===== config.mk =====
export PLATFORM = sky130hd
export DESIGN_NAME = matmul_scheduler_flat
export DESIGN_NICKNAME = d
export VERILOG_FILES = /design/src/rtl/matmul_scheduler_pkg.sv /design/src/rtl/matmul_scheduler_if.sv /design/src/rtl/matmul_sched_fifo.sv /design/src/rtl/matmul_scheduler.sv /design/src/flat_wrapper.sv
export SDC_FILE = /design/constraint.sdc
export NUM_CORES = 2
export LEC_CHECK = 0
export CAP_MARGIN = 40
export CORE_AREA = 8 8 515 416
export DETAILED_ROUTE_END_ITERATION = 12
export DIE_AREA = 0 0 523 424
export DONT_BUFFER_PORTS = 1
export SYNTH_ARGS = -nofsm -noshare
export SYNTH_HDL_FRONTEND = slang
export SYNTH_SLANG_ARGS = --single-unit

===== constraint.sdc =====
create_clock -name inter_refclk -period 5.5 [get_ports inter_refclk]
set_input_delay 1.375 -clock inter_refclk [delete_from_list [all_inputs] [get_ports inter_refclk]]
set_output_delay 1.375 -clock inter_refclk [all_outputs]
set_load 0.1 [all_outputs]

===== src/rtl/matmul_scheduler_pkg.sv =====
// Shared widths, FSM state encoding and the operand-pair record used by the
// matmul scheduler and its operand FIFO.
package matmul_pkg;

    localparam int MAX_ELEMENT_SIZE = 8;
    localparam int MAX_SIZE_A       = 32;
    localparam int MAX_SIZE_B       = 32;
    localparam int READ_LATENCY     = 3;
    localparam int FIFO_DEPTH       = READ_LATENCY + 1;

    localparam int ROW_W   = MAX_SIZE_A * MAX_ELEMENT_SIZE;
    localparam int IDX_A_W = $clog2(MAX_SIZE_A);
    localparam int IDX_B_W = $clog2(MAX_SIZE_B);
    localparam int CFG_A_W = IDX_A_W + 1;
    localparam int CFG_B_W = IDX_B_W + 1;
    localparam int CNT_W   = $clog2(FIFO_DEPTH + 1);

    typedef enum logic [1:0] {
        IDLE      = 2'd0,
        WAIT_LOAD = 2'd1,
        RUN       = 2'd2,
        DRAIN     = 2'd3
    } sched_state_t;

    typedef struct packed {
        logic [ROW_W-1:0]   row;
        logic [ROW_W-1:0]   col;
        logic [IDX_A_W-1:0] i;
        logic [IDX_B_W-1:0] j;
        logic               last;
    } dot_pair_t;

    function automatic logic [CFG_A_W-1:0] clamp_rows(input logic [CFG_A_W-1:0] v);
        logic [CFG_A_W-1:0] r;
        if (v == '0) begin
            r = CFG_A_W'(1);
        end else if (v > CFG_A_W'(MAX_SIZE_A)) begin
            r = CFG_A_W'(MAX_SIZE_A);
        end else begin
            r = v;
        end
        return r;
    endfunction

    function automatic logic [CFG_B_W-1:0] clamp_cols(input logic [CFG_B_W-1:0] v);
        logic [CFG_B_W-1:0] r;
        if (v == '0) begin
            r = CFG_B_W'(1);
        end else if (v > CFG_B_W'(MAX_SIZE_B)) begin
            r = CFG_B_W'(MAX_SIZE_B);
        end else begin
            r = v;
        end
        return r;
    endfunction

endpackage


===== src/rtl/matmul_scheduler_if.sv =====
// Loader read port and dot-product dispatch handshake of the matmul scheduler.
interface matmul_scheduler_if;
    import matmul_pkg::*;

    logic               loader_complete;
    logic [IDX_A_W-1:0] requested_a_row;
    logic [IDX_B_W-1:0] requested_b_col;
    logic [IDX_A_W-1:0] a_addr_in;
    logic [IDX_B_W-1:0] b_addr_in;
    logic [ROW_W-1:0]   a_row_in;
    logic [ROW_W-1:0]   b_col_in;
    logic               dot_valid;
    logic               dot_ready;
    logic [ROW_W-1:0]   dot_a;
    logic [ROW_W-1:0]   dot_b;
    logic [IDX_A_W-1:0] dot_i;
    logic [IDX_B_W-1:0] dot_j;
    logic               dot_last;

    modport master (
        input  loader_complete, a_addr_in, b_addr_in, a_row_in, b_col_in, dot_ready,
        output requested_a_row, requested_b_col, dot_valid, dot_a, dot_b, dot_i, dot_j, dot_last
    );

    modport slave (
        output loader_complete, a_addr_in, b_addr_in, a_row_in, b_col_in, dot_ready,
        input  requested_a_row, requested_b_col, dot_valid, dot_a, dot_b, dot_i, dot_j, dot_last
    );

endinterface


===== src/rtl/matmul_sched_fifo.sv =====
// Synchronous FIFO of operand pairs; the head comes straight from the storage
// registers so the dispatch outputs are flop-driven and stable while stalled.
module matmul_sched_fifo
    import matmul_pkg::*;
#(
    parameter int DEPTH = 4
) (
    input  logic                         clk,
    input  logic                         rst_n,
    input  logic                         i_push,
    input  dot_pair_t                    i_data,
    input  logic                         i_pop,
    output dot_pair_t                    o_head,
    output logic [$clog2(DEPTH+1)-1:0]   o_count,
    output logic                         o_empty
);
    localparam int CW    = $clog2(DEPTH + 1);
    localparam int PTR_W = (DEPTH > 1) ? $clog2(DEPTH) : 1;

    dot_pair_t        r_mem [DEPTH];
    logic [PTR_W-1:0] r_wr_ptr;
    logic [PTR_W-1:0] r_rd_ptr;
    logic [CW-1:0]    r_count;
    logic             w_pop;
    logic             w_push;

    function automatic logic [PTR_W-1:0] ptr_next(input logic [PTR_W-1:0] p);
        return (p == PTR_W'(DEPTH - 1)) ? '0 : p + PTR_W'(1);
    endfunction

    assign w_pop   = i_pop && (r_count != '0);
    assign w_push  = i_push && ((r_count != CW'(DEPTH)) || w_pop);
    assign o_head  = r_mem[r_rd_ptr];
    assign o_count = r_count;
    assign o_empty = (r_count == '0);

    // Storage, pointers and occupancy count.
    always_ff @(posedge clk or negedge rst_n) begin
        if (!rst_n) begin
            r_wr_ptr <= '0;
            r_rd_ptr <= '0;
            r_count  <= '0;
            for (int k = 0; k < DEPTH; k++) begin
                r_mem[k] <= '0;
            end
        end else begin
            if (w_push) begin
                r_mem[r_wr_ptr] <= i_data;
                r_wr_ptr        <= ptr_next(r_wr_ptr);
            end
            if (w_pop) begin
                r_rd_ptr <= ptr_next(r_rd_ptr);
            end
            case ({w_push, w_pop})
                2'b10:   r_count <= r_count + CW'(1);
                2'b01:   r_count <= r_count - CW'(1);
                default: r_count <= r_count;
            endcase
        end
    end

endmodule


===== src/rtl/matmul_scheduler.sv =====
// Walks the (i,j) output grid, issues credit-limited loader reads and streams the
// returned operand pairs to the dot engine. Optional MATMUL_SCHED_TAG_CHECK_EN checks return tags.
module matmul_scheduler
    import matmul_pkg::*;
(
    input  logic               inter_refclk,
    input  logic               rst_n,
    input  logic               start,
    input  logic [CFG_A_W-1:0] cfg_rows,
    input  logic [CFG_B_W-1:0] cfg_cols,
    matmul_scheduler_if.master bus,
    output logic               busy,
    output logic               done,
    output logic               err
);
    sched_state_t            r_state;
    sched_state_t            w_state_next;
    logic [CFG_A_W-1:0]      r_rows;
    logic [CFG_B_W-1:0]      r_cols;
    logic [IDX_A_W-1:0]      r_i;
    logic [IDX_B_W-1:0]      r_j;
    logic [IDX_A_W-1:0]      r_req_a;
    logic [IDX_B_W-1:0]      r_req_b;
    logic [READ_LATENCY-1:0] r_sr_v;
    logic [READ_LATENCY-1:0] r_sr_last;
    logic [IDX_A_W-1:0]      r_sr_i [READ_LATENCY];
    logic [IDX_B_W-1:0]      r_sr_j [READ_LATENCY];
    logic                    r_busy;
    logic                    r_done;
    logic                    w_err;
    logic                    w_start_acc;
    logic                    w_finish;
    logic                    w_issue;
    logic                    w_j_wrap;
    logic                    w_last_coord;
    logic                    w_pop;
    logic                    w_push;
    logic                    w_empty;
    logic                    w_credit_ok;
    logic [CNT_W-1:0]        w_inflight;
    logic [CNT_W-1:0]        w_count;
    logic [CNT_W:0]          w_used;
    logic [CNT_W:0]          w_room;
    dot_pair_t               w_head;
    dot_pair_t               w_push_data;

    // Number of reads still travelling through the loader.
    always_comb begin
        w_inflight = '0;
        for (int k = 0; k < READ_LATENCY; k++) begin
            w_inflight = w_inflight + CNT_W'(r_sr_v[k]);
        end
    end

    // A slot freed by this cycle's pop may be reused by this cycle's issue, which
    // is what sustains one pair per cycle with only READ_LATENCY+1 entries.
    assign w_pop        = !w_empty && bus.dot_ready;
    assign w_used       = {1'b0, w_count} + {1'b0, w_inflight};
    assign w_room       = (CNT_W+1)'(FIFO_DEPTH) + {{CNT_W{1'b0}}, w_pop};
    assign w_credit_ok  = (w_room > w_used);
    assign w_issue      = (r_state == RUN) && w_credit_ok;
    assign w_j_wrap     = ({1'b0, r_j} == (r_cols - CFG_B_W'(1)));
    assign w_last_coord = w_j_wrap && ({1'b0, r_i} == (r_rows - CFG_A_W'(1)));
    assign w_push       = r_sr_v[READ_LATENCY-1];

    // Operand pair assembled from the loader return and the expected tag.
    always_comb begin
        w_push_data      = '0;
        w_push_data.row  = bus.a_row_in;
        w_push_data.col  = bus.b_col_in;
        w_push_data.i    = r_sr_i[READ_LATENCY-1];
        w_push_data.j    = r_sr_j[READ_LATENCY-1];
        w_push_data.last = r_sr_last[READ_LATENCY-1];
    end

    // Next-state logic and job start/finish strobes.
    always_comb begin
        w_state_next = r_state;
        w_start_acc  = 1'b0;
        w_finish     = 1'b0;
        case (r_state)
            IDLE: begin
                if (start) begin
                    w_state_next = WAIT_LOAD;
                    w_start_acc  = 1'b1;
                end else begin
                    w_state_next = IDLE;
                end
            end
            WAIT_LOAD: begin
                if (bus.loader_complete) begin
                    w_state_next = RUN;
                end else begin
                    w_state_next = WAIT_LOAD;
                end
            end
            RUN: begin
                if (w_issue && w_last_coord) begin
                    w_state_next = DRAIN;
                end else begin
                    w_state_next = RUN;
                end
            end
            DRAIN: begin
                if (w_pop && w_head.last && (w_inflight == '0)) begin
                    w_state_next = IDLE;
                    w_finish     = 1'b1;
                end else begin
                    w_state_next = DRAIN;
                end
            end
            default: begin
                w_state_next = IDLE;
            end
        endcase
    end

    // FSM state register.
    always_ff @(posedge inter_refclk or negedge rst_n) begin
        if (!rst_n) begin
            r_state <= IDLE;
        end else begin
            r_state <= w_state_next;
        end
    end

    // Job size, coordinate walk and read-address outputs.
    always_ff @(posedge inter_refclk or negedge rst_n) begin
        if (!rst_n) begin
            r_rows  <= '0;
            r_cols  <= '0;
            r_i     <= '0;
            r_j     <= '0;
            r_req_a <= '0;
            r_req_b <= '0;
        end else if (w_start_acc) begin
            r_rows <= clamp_rows(cfg_rows);
            r_cols <= clamp_cols(cfg_cols);
            r_i    <= '0;
            r_j    <= '0;
        end else if (w_issue) begin
            r_req_a <= r_i;
            r_req_b <= r_j;
            if (w_j_wrap) begin
                r_j <= '0;
                r_i <= r_i + IDX_A_W'(1);
            end else begin
                r_j <= r_j + IDX_B_W'(1);
            end
        end
    end

    // Valid/tag pipeline matching the loader read latency.
    always_ff @(posedge inter_refclk or negedge rst_n) begin
        if (!rst_n) begin
            r_sr_v    <= '0;
            r_sr_last <= '0;
            for (int k = 0; k < READ_LATENCY; k++) begin
                r_sr_i[k] <= '0;
                r_sr_j[k] <= '0;
            end
        end else begin
            r_sr_v[0]    <= w_issue;
            r_sr_last[0] <= w_issue && w_last_coord;
            r_sr_i[0]    <= r_i;
            r_sr_j[0]    <= r_j;
            for (int k = 1; k < READ_LATENCY; k++) begin
                r_sr_v[k]    <= r_sr_v[k-1];
                r_sr_last[k] <= r_sr_last[k-1];
                r_sr_i[k]    <= r_sr_i[k-1];
                r_sr_j[k]    <= r_sr_j[k-1];
            end
        end
    end

    // Busy level and done pulse.
    always_ff @(posedge inter_refclk or negedge rst_n) begin
        if (!rst_n) begin
            r_busy <= 1'b0;
            r_done <= 1'b0;
        end else begin
            r_done <= w_finish;
            if (w_start_acc) begin
                r_busy <= 1'b1;
            end else if (w_finish) begin
                r_busy <= 1'b0;
            end else begin
                r_busy <= r_busy;
            end
        end
    end

`ifdef MATMUL_SCHED_TAG_CHECK_EN
    logic r_err;
    logic w_tag_mismatch;

    assign w_tag_mismatch = w_push &&
                            ((bus.a_addr_in != r_sr_i[READ_LATENCY-1]) ||
                             (bus.b_addr_in != r_sr_j[READ_LATENCY-1]));

    // Sticky tag error, cleared when a new job is accepted.
    always_ff @(posedge inter_refclk or negedge rst_n) begin
        if (!rst_n) begin
            r_err <= 1'b0;
        end else if (w_start_acc) begin
            r_err <= 1'b0;
        end else if (w_tag_mismatch) begin
            r_err <= 1'b1;
        end
    end

    assign w_err = r_err;
`else
    logic w_unused_addr;
    assign w_unused_addr = ^{bus.a_addr_in, bus.b_addr_in};
    assign w_err         = 1'b0;
`endif

    matmul_sched_fifo #(
        .DEPTH (FIFO_DEPTH)
    ) u_fifo (
        .clk     (inter_refclk),
        .rst_n   (rst_n),
        .i_push  (w_push),
        .i_data  (w_push_data),
        .i_pop   (w_pop),
        .o_head  (w_head),
        .o_count (w_count),
        .o_empty (w_empty)
    );

    assign bus.requested_a_row = r_req_a;
    assign bus.requested_b_col = r_req_b;
    assign bus.dot_valid       = !w_empty;
    assign bus.dot_a           = w_head.row;
    assign bus.dot_b           = w_head.col;
    assign bus.dot_i           = w_head.i;
    assign bus.dot_j           = w_head.j;
    assign bus.dot_last        = w_head.last;
    assign busy                = r_busy;
    assign done                = r_done;
    assign err                 = w_err;

endmodule

===== src/flat_wrapper.sv =====
// flat-port wrapper written by rule: the top's interface ports become plain ports
module matmul_scheduler_flat import matmul_pkg::*;
  (inter_refclk, rst_n, start, cfg_rows, cfg_cols, busy, done, err, bus_loader_complete, bus_a_addr_in, bus_b_addr_in, bus_a_row_in, bus_b_col_in, bus_dot_ready, bus_requested_a_row, bus_requested_b_col, bus_dot_valid, bus_dot_a, bus_dot_b, bus_dot_i, bus_dot_j, bus_dot_last);
  matmul_scheduler_if bus_i ();
  input  logic inter_refclk;
  input  logic rst_n;
  input  logic start;
  input  logic [CFG_A_W-1:0] cfg_rows;
  input  logic [CFG_B_W-1:0] cfg_cols;
  output logic busy;
  output logic done;
  output logic err;
  input wire logic [$bits(bus_i.loader_complete)-1:0] bus_loader_complete;
  input wire logic [$bits(bus_i.a_addr_in)-1:0] bus_a_addr_in;
  input wire logic [$bits(bus_i.b_addr_in)-1:0] bus_b_addr_in;
  input wire logic [$bits(bus_i.a_row_in)-1:0] bus_a_row_in;
  input wire logic [$bits(bus_i.b_col_in)-1:0] bus_b_col_in;
  input wire logic [$bits(bus_i.dot_ready)-1:0] bus_dot_ready;
  output wire logic [$bits(bus_i.requested_a_row)-1:0] bus_requested_a_row;
  output wire logic [$bits(bus_i.requested_b_col)-1:0] bus_requested_b_col;
  output wire logic [$bits(bus_i.dot_valid)-1:0] bus_dot_valid;
  output wire logic [$bits(bus_i.dot_a)-1:0] bus_dot_a;
  output wire logic [$bits(bus_i.dot_b)-1:0] bus_dot_b;
  output wire logic [$bits(bus_i.dot_i)-1:0] bus_dot_i;
  output wire logic [$bits(bus_i.dot_j)-1:0] bus_dot_j;
  output wire logic [$bits(bus_i.dot_last)-1:0] bus_dot_last;
  assign bus_i.loader_complete = bus_loader_complete;
  assign bus_i.a_addr_in = bus_a_addr_in;
  assign bus_i.b_addr_in = bus_b_addr_in;
  assign bus_i.a_row_in = bus_a_row_in;
  assign bus_i.b_col_in = bus_b_col_in;
  assign bus_i.dot_ready = bus_dot_ready;
  assign bus_requested_a_row = bus_i.requested_a_row;
  assign bus_requested_b_col = bus_i.requested_b_col;
  assign bus_dot_valid = bus_i.dot_valid;
  assign bus_dot_a = bus_i.dot_a;
  assign bus_dot_b = bus_i.dot_b;
  assign bus_dot_i = bus_i.dot_i;
  assign bus_dot_j = bus_i.dot_j;
  assign bus_dot_last = bus_i.dot_last;
  matmul_scheduler u_core (.inter_refclk(inter_refclk), .rst_n(rst_n), .start(start), .cfg_rows(cfg_rows), .cfg_cols(cfg_cols), .bus(bus_i), .busy(busy), .done(done), .err(err));
endmodule

==> flow_summary.yaml <==
logic_synthesis:
  synth_top_area_cell: "dfrtp_1"
  syn_area_per_cell_sq_um: 17.5
  synth-seq-cells: 2171
  synth_area_sq_um: 94000
  synthTopCellsByCount: "dfrtp_1, mux2_2, mux4_2"
  synth_top_area_share_pct: 57.8
  synth_edf_count: 0
  synth_nets: 5929
  ys_seq_area_share_pct: 57.8
  netlist_top_cells_area: "dfrtp_1, mux2_2, mux4_2"
  syn_inst: 5370
  yosys_warnings: 0
  async_flop_share_pct: 100
  yosysMostFrequentCell: "dfrtp_1"
  synth.distinct_cells: 53
  synthFlopType: "dfrtp_1"
placement:
  gp_congestion: 0.779
  portBuffers: 0
  dpl.hpwl_um: 161000
cells_and_area:
  syn2layout_area_growth_pct: 11.1
  drive_gt1_share_pct: 56.0
  nNetsFinal: 5938
  seq_area_sq_um: 54300
  fillCellCount: 16700
  multi_input_area_sq_um: 36800
die:
  core_sq_um: 205000
  start_util_pct: 45.8
  die_h_um: 424
  die_width_um: 523
  std_cell_rows: 149
  die_area_sq_um: 222000
  io_pins: 1076
clock_tree:
  clk_pin_slew_ns: 0.06
  clockBufferDepth: 3
  cts_setup_buffers: 0
  clock_sinks: 2171
  cts-root-buf: "clkbuf_16"
  cts_tree: "yes"
  htree_levels: 4
  clk_latency_ns: 0.84
  ctsHoldBuffers: 0
  cts_resized: 0
  numCtsBuffers: 219
global_route:
  grt_pass1_vias: 51300
  grt_first_pass_wirelength_um: 354000
  grt_max_degree: 233
  track_usage_pct: 21.0
  overflow: 0
  grt_antenna_before_repair: 1
routing:
  vias: 47600
  vias_per_cell: 5.75
  first_iter_violations: 2433
  drcViolationCount: 0
  wl_per_cell_um: 28.6
  postRouteAntennaNets: 0
  first_pass_iters: 5
  wl_um: 237000
worst_setup_path:
  cp_data_required_time_ns: 4.12
  reg2reg_depth: 10
  arrival_ns: 3.33
  end_kind: "primary output"
  critical_path_class: "reg2out"
  critPathMaxFanout: 56
  regToRegStartpoint: "u_core.r_sr_v[2]"
  rr_endpoint: "u_core.r_j[3]"
  r2r_setup_slack_ns: 1.77
  crit_path_start_kind: "flop"
sta:
  setup_viol: 0
  period_needed_ns: 4.71
  fin_hold_ws_ns: 0.244
  worst_pin_slew_ns: 1.21
  rsz0062_at_grt: "false"
  slew_headroom_pct: 19.1
  skew_ns: 0.0386
  hold_viol: 0
  fmax_ghz: 0.212
  finalCritPeriodShare_pct: 85.6
  slew_viol_final: 0
hold_path:
  hold_path_class: "in2async"
job:
  drv_cap: 0
outcome:
  status: "finished clean"
## critical path, cell delays in order (launching register included)
cell and delay, ns:
dfrtp_4 0.80, buf_4 0.32, buf_12 0.41, mux4_2 0.87
## flip-flops by register name, summed over array words and instances (netlist names), 5 cells and up
signal	cells
u_core.r_sr_j	15
u_core.r_j	5
u_core.r_cols	6
u_core.bus.requested_b_col	5
u_core.r_sr_i	15
u_core.r_rows	6
u_core.r_i	5
u_core.u_fifo.r_mem	2092
u_core.bus.requested_a_row	5
## placed cells by master (no fill, tap or decap), types with 7 or more instances in the layout
| cell type | count |
|---|---|
| nand3b_1 | 9 |
| nand2_1 | 65 |
| mux2_2 | 2093 |
| inv_1 | 16 |
| mux2i_1 | 8 |
| xnor2_1 | 7 |
| clkbuf_1 | 61 |
| dfrtp_1 | 2169 |
| o21ai_0 | 13 |
| clkinv_2 | 22 |
| diode_2 | 7 |
| nor3_1 | 7 |
| mux4_2 | 523 |
| clkbuf_16 | 225 |
| bufinv_16 | 11 |
| buf_4 | 54 |
| nor2_1 | 11 |
| buf_12 | 57 |
| buf_16 | 27 |
| clkbuf_8 | 70 |
| ha_1 | 17 |
## routing by layer
| metal | vias up | wire, um | track usage [%] |
|---|---|---|---|
| met5 | - | 0 | 0 |
| met4 | 0 | 7810 | 6.54 |
| met3 | 301 | 18600 | 7.44 |
| met2 | 994 | 118000 | 35.4 |
| met1 | 26200 | 92100 | 25.4 |
| li1 | 20200 | - | - |
## layout make-up
class / count / area share (%)
sequential: 2171 / 52.0
multi-input combinational: 2828 / 35.2
clock buffer: 353 / 6.46
tap: 2718 / 3.26
timing repair buffer: 142 / 2.28
clock inverter: 48 / 0.642
inverter: 17 / 0.0611
antenna: 7 / 0.0168
## metrics by stage
stage          TNS [ns]  util [%]  worst slack [ns]  instance area [sq um]  cells
3_5_place_dp    -284.07      47.2            -0.851                  96900   7873
4_1_cts               0      50.8            0.0892                 104000   8274
5_1_grt               0      50.9             0.465                 104000   8281
3_3_place_gp    -199.97      47.0            -0.623                  96400   7856
6_report              0      50.9             0.793                 104000   8284
2_1_floorplan         0         -              2.21                  94000   5370
## worst max-delay path by stage
stage / startpoint / end
floorplan: u_core.u_fifo.r_rd_ptr[0] / bus_dot_a[0]
global placement: rst_n / u_core.u_fifo.r_mem[1764]
detailed placement: rst_n / u_core.u_fifo.r_mem[728]
CTS: rst_n / u_core.u_fifo.r_mem[195]
global route: rst_n / u_core.u_fifo.r_mem[1813]
finish: u_core.u_fifo.r_rd_ptr[0] / bus_dot_a[124]
## cell families (layout without fill, tap and decap cells)
logic type | count (synthesis) | after routing | synth area share (%)
compound gates | 33 | 33 | 0.224
xor+xnor | 12 | 12 | 0.112
fa+ha+maj | 20 | 20 | 0.290
buf+inv | 371 | 560 | 3.12
flops | 2171 | 2171 | 57.8
mux | 2624 | 2624 | 37.7
other cells | 1 | 8 | 0.00399
simple gates | 138 | 138 | 0.787
Power is left out: the tool's default activity adds up to more than one toggle a clock period on the data nets, which glitch-free logic cannot reach.
